File: src/rtl/display_formatter_pkg.sv
// Shared definitions for the display formatter: FSM encoding, digit constants
// and the significant-digit helper used when publishing a result.
package display_formatter_pkg;

  typedef enum logic [1:0] {
    ST_IDLE   = 2'd0,
    ST_CONV   = 2'd1,
    ST_FINISH = 2'd2
  } state_e;

  localparam int         NUM_DIGITS      = 4;
  localparam int         BCD_W           = 4 * NUM_DIGITS;
  localparam int         CNT_W           = 5;
  localparam int         DEFAULT_MAX_DEC = 9999;
  localparam logic [3:0] DIGIT_ERR       = 4'hE;
  localparam logic [3:0] DIGIT_BLANK_N   = 4'd0;

  // Number of digits from the most significant non-zero one down to the ones
  // digit; an all-zero word still shows a single 0.
  function automatic logic [3:0] sig_digits(input logic [BCD_W-1:0] digits);
    logic [3:0] count;
    count = 4'd1;
    for (int i = 1; i < NUM_DIGITS; i++) begin
      if (digits[i*4 +: 4] != 4'd0) begin
        count = 4'(i + 1);
      end
    end
    return count;
  endfunction

endpackage

File: src/rtl/display_formatter_bcd_add3.sv
// Per-digit add-3 adjust for the double-dabble step: every BCD digit of 5 or
// more gets 3 added so the following left shift carries into the next digit.
module display_formatter_bcd_add3
  import display_formatter_pkg::*;
(
  input  logic [BCD_W-1:0] bcd_i,
  output logic [BCD_W-1:0] bcd_o
);

  genvar gi;
  generate
    for (gi = 0; gi < NUM_DIGITS; gi++) begin : g_digit
      assign bcd_o[gi*4 +: 4] = (bcd_i[gi*4 +: 4] >= 4'd5) ? (bcd_i[gi*4 +: 4] + 4'd3)
                                                            : bcd_i[gi*4 +: 4];
    end
  endgenerate

endmodule

File: src/rtl/display_formatter.sv
// Converts a binary calculator result into a digit count and four display
// nibbles (decimal via iterative double-dabble, or raw hex), double-buffered.
module display_formatter
  import display_formatter_pkg::*;
#(
  parameter int WIDTH   = 16,
  parameter int MAX_DEC = DEFAULT_MAX_DEC
) (
  input  logic             clk,
  input  logic             reset,
  input  logic             start,
  input  logic             clear,
  input  logic             hexMode,
  input  logic [WIDTH-1:0] value,
  output logic             busy,
  output logic             done,
  output logic [3:0]       n,
  output logic [3:0]       num1,
  output logic [3:0]       num2,
  output logic [3:0]       num3,
  output logic [3:0]       num4
);

  localparam logic [WIDTH-1:0] MAX_DEC_V = WIDTH'(MAX_DEC);
  localparam logic [CNT_W-1:0] CNT_LAST  = CNT_W'(WIDTH - 1);
  localparam logic [CNT_W-1:0] CNT_MAX   = CNT_W'(WIDTH);

  state_e             state_q, state_d;
  logic [WIDTH-1:0]   bin_q, bin_d;
  logic [BCD_W-1:0]   bcd_q, bcd_d;
  logic [CNT_W-1:0]   cnt_q, cnt_d;
  logic [BCD_W-1:0]   digits_q, digits_d;
  logic [3:0]         n_q, n_d;
  logic               done_q, done_d;
  logic [BCD_W-1:0]   bcd_adj;
  logic               overflow;

  assign overflow = (value > MAX_DEC_V);

  display_formatter_bcd_add3 u_add3 (
    .bcd_i (bcd_q),
    .bcd_o (bcd_adj)
  );

  always_ff @(posedge clk or negedge reset) begin
    if (!reset) begin
      state_q  <= ST_IDLE;
      bin_q    <= '0;
      bcd_q    <= '0;
      cnt_q    <= '0;
      digits_q <= '0;
      n_q      <= DIGIT_BLANK_N;
      done_q   <= 1'b0;
    end else begin
      state_q  <= state_d;
      bin_q    <= bin_d;
      bcd_q    <= bcd_d;
      cnt_q    <= cnt_d;
      digits_q <= digits_d;
      n_q      <= n_d;
      done_q   <= done_d;
    end
  end

  always_comb begin
    state_d = state_q;
    if (clear) begin
      state_d = ST_IDLE;
    end else begin
      case (state_q)
        ST_IDLE:   if (start) state_d = (hexMode || overflow) ? ST_FINISH : ST_CONV;
        ST_CONV:   if (cnt_q == CNT_LAST) state_d = ST_FINISH;
        ST_FINISH: state_d = ST_IDLE;
        default:   state_d = ST_IDLE;
      endcase
    end
  end

  // bcd_q doubles as the result holding register for hex and overflow loads,
  // so FINISH always publishes from the same place.
  always_comb begin
    bin_d    = bin_q;
    bcd_d    = bcd_q;
    cnt_d    = cnt_q;
    digits_d = digits_q;
    n_d      = n_q;
    done_d   = 1'b0;
    if (clear) begin
      bin_d    = '0;
      bcd_d    = '0;
      cnt_d    = '0;
      digits_d = '0;
      n_d      = DIGIT_BLANK_N;
    end else begin
      case (state_q)
        ST_IDLE: begin
          if (start) begin
            if (hexMode) begin
              bcd_d = BCD_W'(value);
            end else if (overflow) begin
              bcd_d = {NUM_DIGITS{DIGIT_ERR}};
            end else begin
              bin_d = value;
              bcd_d = '0;
              cnt_d = '0;
            end
          end
        end
        ST_CONV: begin
          {bcd_d, bin_d} = {bcd_adj, bin_q} << 1;
          cnt_d = (cnt_q == CNT_MAX) ? cnt_q : cnt_q + 1'b1;
        end
        ST_FINISH: begin
          digits_d = bcd_q;
          n_d      = sig_digits(bcd_q);
          done_d   = 1'b1;
        end
        default: ;
      endcase
    end
  end

  always_comb begin
    busy = (state_q != ST_IDLE);
    done = done_q;
    n    = n_q;
    num1 = digits_q[15:12];
    num2 = digits_q[11:8];
    num3 = digits_q[7:4];
    num4 = digits_q[3:0];
  end

endmodule

File: config.mk
export PLATFORM = sky130hd
export DESIGN_NAME = display_formatter
export DESIGN_NICKNAME = d
export VERILOG_FILES = /design/src/rtl/display_formatter_pkg.sv /design/src/rtl/display_formatter_bcd_add3.sv /design/src/rtl/display_formatter.sv
export SDC_FILE = /design/constraint.sdc
export NUM_CORES = 1
export LEC_CHECK = 0
export CAP_MARGIN = 20
export CORE_AREA = 5 5 92 94
export CTS_CLUSTER_SIZE = 28
export DETAILED_ROUTE_END_ITERATION = 16
export DIE_AREA = 0 0 97 99
export PLACE_DENSITY = 0.73
export SLEW_MARGIN = 20
export SYNTH_ARGS = -nofsm -noshare
export SYNTH_HDL_FRONTEND = slang
export SYNTH_SLANG_ARGS = --single-unit
File: constraint.sdc
create_clock -name clk -period 3.4 [get_ports clk]
set_input_delay 0.34 -clock clk [delete_from_list [all_inputs] [get_ports clk]]
set_output_delay 0.34 -clock clk [all_outputs]
set_load 0.01 [all_outputs]
==> metrics.txt, run 1 <==
dpl cell area=3710 um^2; I/O Pins=43; Synth Warn #=0; r2r setup slk=1290 ps; DIE WIDTH=97 um; worst r2r dst=bin_q[3]; number of setup buffers added after CTS=0; Max VDD drop=0.000272 V; H-tree depth=3; number of buffers created by CTS=9; Max Cap Violations=0; clock period minus final worst setup slack=2230 ps; commonest cells after routing, fill and taps aside=dfrtp_1, nand2_1, clkdlybuf4s50_1; largest net degree at the start of global routing=43; Final setup viols=0; CTS tree=done; share of layout cells above drive strength 1=13.9%; CTS resizes=0; critical path type=input pin to register; Slew Viols, Final=0; Worst Setup SP=hexMode; Pre-antenna DRT Iters=4; clk sinks=59; CP arrival=2440 ps; die area=9600 um^2; syn_nets=363; Synth area leader=dfrtp_1; number of synthesized flops with an enable pin=0; top_reg_cell synth=dfrtp_1; worst setup margin=1170 ps; skew final=13.4 ps; overall routed net length=7430 um; Placement Setup Slack=861 ps; main area contributors after synthesis=dfrtp_1, nand2_1, ha_1, mux2_2, mux2_4; post-synth top area share=45.3%; worst-path maximum fanout=18; Final #Nets=401; clock buffer depth=2; DR WL/cell=15.6 um; post-route clock period utilization=65.5%; HP Class=input pin to asynchronous set/reset pin; final count of hold timing violations=0; Core Rows=32; most common cell after layout, fill and taps aside=dfrtp_1; Worst slew margin=36.8%; Post-synth ARST share=100%; slowest stage delay, CP=630 ps; Final Instance Area=3960 um^2; Die H=99 um; core footprint=7570 um^2; slowest CP cell=a21oi_4; Worst Path Required=3620 ps; Cell Area, Synth=3260 um^2; r2r startpoint=state_q[1]; initial antenna violation count=0; synthesized flop and latch total=59; RSZ-0062 raised after global routing=no; Post-DRT Antenna Nets=0; Layout area overhead=21.5%; ant diodes=0; Critical Path, Cell by Cell=clkdlybuf4s50_1, nor3_2, o211ai_4, a21oi_4, mux2_2; vias per std cell=5.40; vias in the first global route=2560; DR vias=2571; Leakage=1.71 nW; CP Capture Type=register; Avg Cell Area, Syn=9.85 um^2; clk_lat worst skew=340 ps; crit start category=input pin; DPL Wire Length=5360 um; initial drt markers=167; Gate Count Post-Synth=331; power per cell area=477 nW/um^2; clock slew at reported path FFs=70 ps; GPL Wtd Cong=0.845; total gr overflow=0; starting density of the core=43.1%; first-pass GRT wire length=12700 um; status=complete, no violations; gr usage total=16.5%; Root Buffer=clkbuf_8; I/O Buffers=41; sequential fraction of the synthesis area=45.3%; fmax=0.449 GHz; R2R depth=4; count of cell types in the netlist=51; Slew @ Worst Pin=948 ps; DRC Markers=0; setup TNS=0 ps; CTS Hold Buffers Added=0
## power breakdown
part,internal [mW],switching (mW)
Combinational,0.138,0.146
Sequential,0.755,0.0483
Clock,0.508,0.292
Total,1.40,0.487
## stage by stage
stage               utilization (%)  cells  hold slack [ps]  power (mW)
floorplan                         -    331             44.4       0.996
global placement               49.1    460              464        1.09
detailed placement             49.1    460              470        1.10
CTS                            52.4    476              168        1.90
global route                   52.4    476              215        1.97
finish                         52.4    476              144        1.89
## routing by layer
metal  track usage [%]  vias to the layer above  share of wire (%)
li1                  -                     1243                  -
met1              23.1                     1255                 48
met2              24.5                       64                 45
met3              5.17                        9                5.6
met4              5.40                        0                1.2
met5                 0                        -                  0
## synth_stat cells (2+ instances only)
cell,n
a21oi_1,20
nand2b_1,7
mux2_4,7
a22o_1,8
xnor2_1,4
ha_1,11
o21ai_1,3
nor3b_1,4
and2_1,2
a221o_1,4
o221ai_1,7
and3_1,2
xor2_1,3
o21ai_0,18
a31oi_1,4
buf_4,3
o211ai_1,4
clkbuf_1,3
inv_1,15
mux2_2,11
dfrtp_1,59
nand3_1,10
o22ai_1,3
nand2_1,56
buf_2,11
nor3_1,6
nor2_1,12
nor3_2,3
nor2b_1,9
## logic make-up (layout without fill, tap and decap cells)
group | count (synthesis) | in the layout | share of synthesized area [%]
adders and majority gates | 11 | 11 | 4.22
DFF | 59 | 59 | 45.3
buffers and inverters | 34 | 77 | 5.41
other | 1 | 1 | 0.115
AOI/OAI and AO/OA | 81 | 81 | 17.1
xor gates and xnor gates | 7 | 7 | 1.88
muxes | 19 | 19 | 7.33
and+or+nand+nor | 119 | 119 | 18.7
## registers in the layout, summed over array words and instances, names as in the netlist
signal,cells
bcd_q,16
bin_q,16
cnt_q,5
digits_q,16
done,1
n,3
state_q,2
## cell type report
cell class / instances / area [um^2]
Clock inverter: 6 / 113
Sequential cell: 59 / 1480
Clock buffer: 10 / 138
Multi-Input combinational cell: 238 / 1610
Timing Repair Buffer: 46 / 443
Fill cell: 666 / 3600
Inverter: 15 / 56.3
Tap cell: 102 / 128
## critical path, delay by kind of cell
kind,cells,cell delay (ps)
AOI/OAI and AO/OA,2,800
buffers and inverters,1,620
muxes,1,410
and+or+nand+nor,1,260
## worst max path at each step
stage / end / cells after the start
2_1_floorplan: bin_q[10] / 5
3_3_place_gp: bin_q[6] / 5
3_5_place_dp: bin_q[3] / 5
4_1_cts: bin_q[3] / 5
5_1_grt: bin_q[2] / 5
6_report: bin_q[3] / 5
Power figures use the tool's default switching activity.
==> run 2: changes to the inputs <==
PLACE_DENSITY = 0.75   (was 0.73)
clock period = 2.04 ns   (was 3.4 ns; I/O delays follow)
==> metrics.txt, run 2 (synthesized netlist as in run 1, its figures left out) <==
Layout area overhead=24.9%; switching portion of total power=28.0%; starting density of the core=43.1%; gr usage total=17.3%; CTS resizes=0; clk_lat worst skew=340 ps; most common cell after layout, fill and taps aside=dfrtp_1; Die H=99 um; vias in the first global route=2703; setup TNS=0 ps; initial antenna violation count=0; Max VDD drop=0.000349 V; vias per std cell=5.36; Comb pwr share=17.4%; final count of hold timing violations=0; fillers=686; largest net degree at the start of global routing=36; DIE WIDTH=97 um; crit start category=register; internal power=2.12 mW; worst setup margin=243 ps; Most Crowded Layer GR=met2; clock group share of total power=37.1%; Placement Setup Slack=9.96 ps; Core Rows=32; DRC Markers=0; I/O Buffers=41; core footprint=7570 um^2; RSZ-0062 raised after global routing=no; Pre-antenna DRT Iters=4; clock buffer depth=2; overall routed net length=7790 um; worst-path maximum fanout=5; critical path type=register to register; met3 layer usage reported by global route=3.40%; Worst Path Required=2290 ps; CTS tree=done; power per cell area=721 nW/um^2; commonest cells after routing, fill and taps aside=dfrtp_1, nand2_1, clkdlybuf4s50_1; initial drt markers=193; die area=9600 um^2; status=complete, no violations; R2R depth=6; share of layout cells above drive strength 1=17.6%; clk sinks=59; first-pass GRT wire length=13400 um; DR vias=2655; top flop regs=bcd_q (16), bin_q (16), digits_q (16); H-tree depth=3; Worst slew margin=55.0%; Post-DRT Antenna Nets=0; post-route clock period utilization=88.1%; CP Capture Type=register; Slew Viols, Final=0; met2 Track Usage GR=27.7%; Final setup viols=0; sequential share of power=45.5%; DPL Wire Length=5780 um; fmax=0.557 GHz; Leakage=1.77 nW; Root Buffer=clkbuf_8; DR WL/cell=15.7 um; Net Sw Power=822 uW; Max Cap Violations=0; CP arrival=2050 ps; Final #Nets=420; met1 Track Usage GR=23.4%; clock slew at reported path FFs=70 ps; clock period minus final worst setup slack=1800 ps; Slew @ Worst Pin=658 ps; HP Class=input pin to asynchronous set/reset pin; total gr overflow=0; Multi-input gate area=1610 um^2; skew final=5.99 ps; number of buffers created by CTS=9; Sequential Area=1480 um^2; GPL Wtd Cong=0.869; I/O Pins=43; ant diodes=0
-- run 2: cell count changes in the layout (fill, tap and decap cells not counted), sizes merged --
cell | previous run | this run
buf | 6 | 24
bufinv | 3 | 1
clkbuf | 10 | 11
clkinv | 3 | 0
clkinvlp | 0 | 3
dlygate4sd3 | 0 | 1
inv | 15 | 16
-- run 2: path summary, 6_finish.rpt --
kind / to / startpoint / slack (ps)
setup / recovery: bcd_q[10] / bcd_q[8] / 240
hold / removal: bin_q[0] / reset / 410
setup reg to reg: bcd_q[10] / bcd_q[8] / 240
hold reg to reg: digits_q[9] / digits_q[9] / 480
max in group asynchronous: n[0] / reset / 1030
min in group clk: digits_q[9] / digits_q[9] / 480
-- run 2: per-stage QoR --
stage / cells / total power, mW / instance area [um^2] / utilization [%] / hold slack, ps
floorplan: 331 / 1.66 / 3260 / - / -91.6
global placement: 478 / 1.85 / 3860 / 51.0 / 247
detailed placement: 478 / 1.87 / 3860 / 51.0 / 254
CTS: 495 / 2.96 / 4070 / 53.8 / 423
global route: 495 / 3.08 / 4070 / 53.8 / 490
finish: 495 / 2.94 / 4070 / 53.8 / 413
-- run 2: what timing repair did --
item,4_1_cts,5_1_grt
endpoints found under the hold margin,24,0
hold buffers,1,0
setup buffers,0,0
-- run 2: cell type report --
cell class | count | area share (%)
flip-flops and latches | 59 | 36.3
repair buffers | 65 | 14.7
inverters | 15 | 1.38
multi-input cells | 238 | 39.5
well taps | 102 | 3.13
clock inverters | 5 | 1.51
clock buffers | 11 | 3.47
-- run 2: critical path, cell delays in order, from the launching register on --
cell	delay, ps
dfrtp_1	410
inv_1	120
ha_1	250
nand2b_1	70
a21oi_1	290
mux2_2	380
o221ai_1	190
-- run 2: power groups by stage --
stage / Sequential, mW / Combinational (mW) / Clock, mW
floorplan: 1.34 / 0.318 / 0
global placement: 1.35 / 0.494 / 0
detailed placement: 1.36 / 0.511 / 0
CTS: 1.34 / 0.514 / 1.11
global route: 1.35 / 0.564 / 1.17
finish: 1.34 / 0.510 / 1.09
-- run 2: routing by layer --
layer,up-vias,share of wire (%)
met5,-,0
met1,1308,47
met4,0,1.4
li1,1275,-
met2,63,48
met3,9,4.2
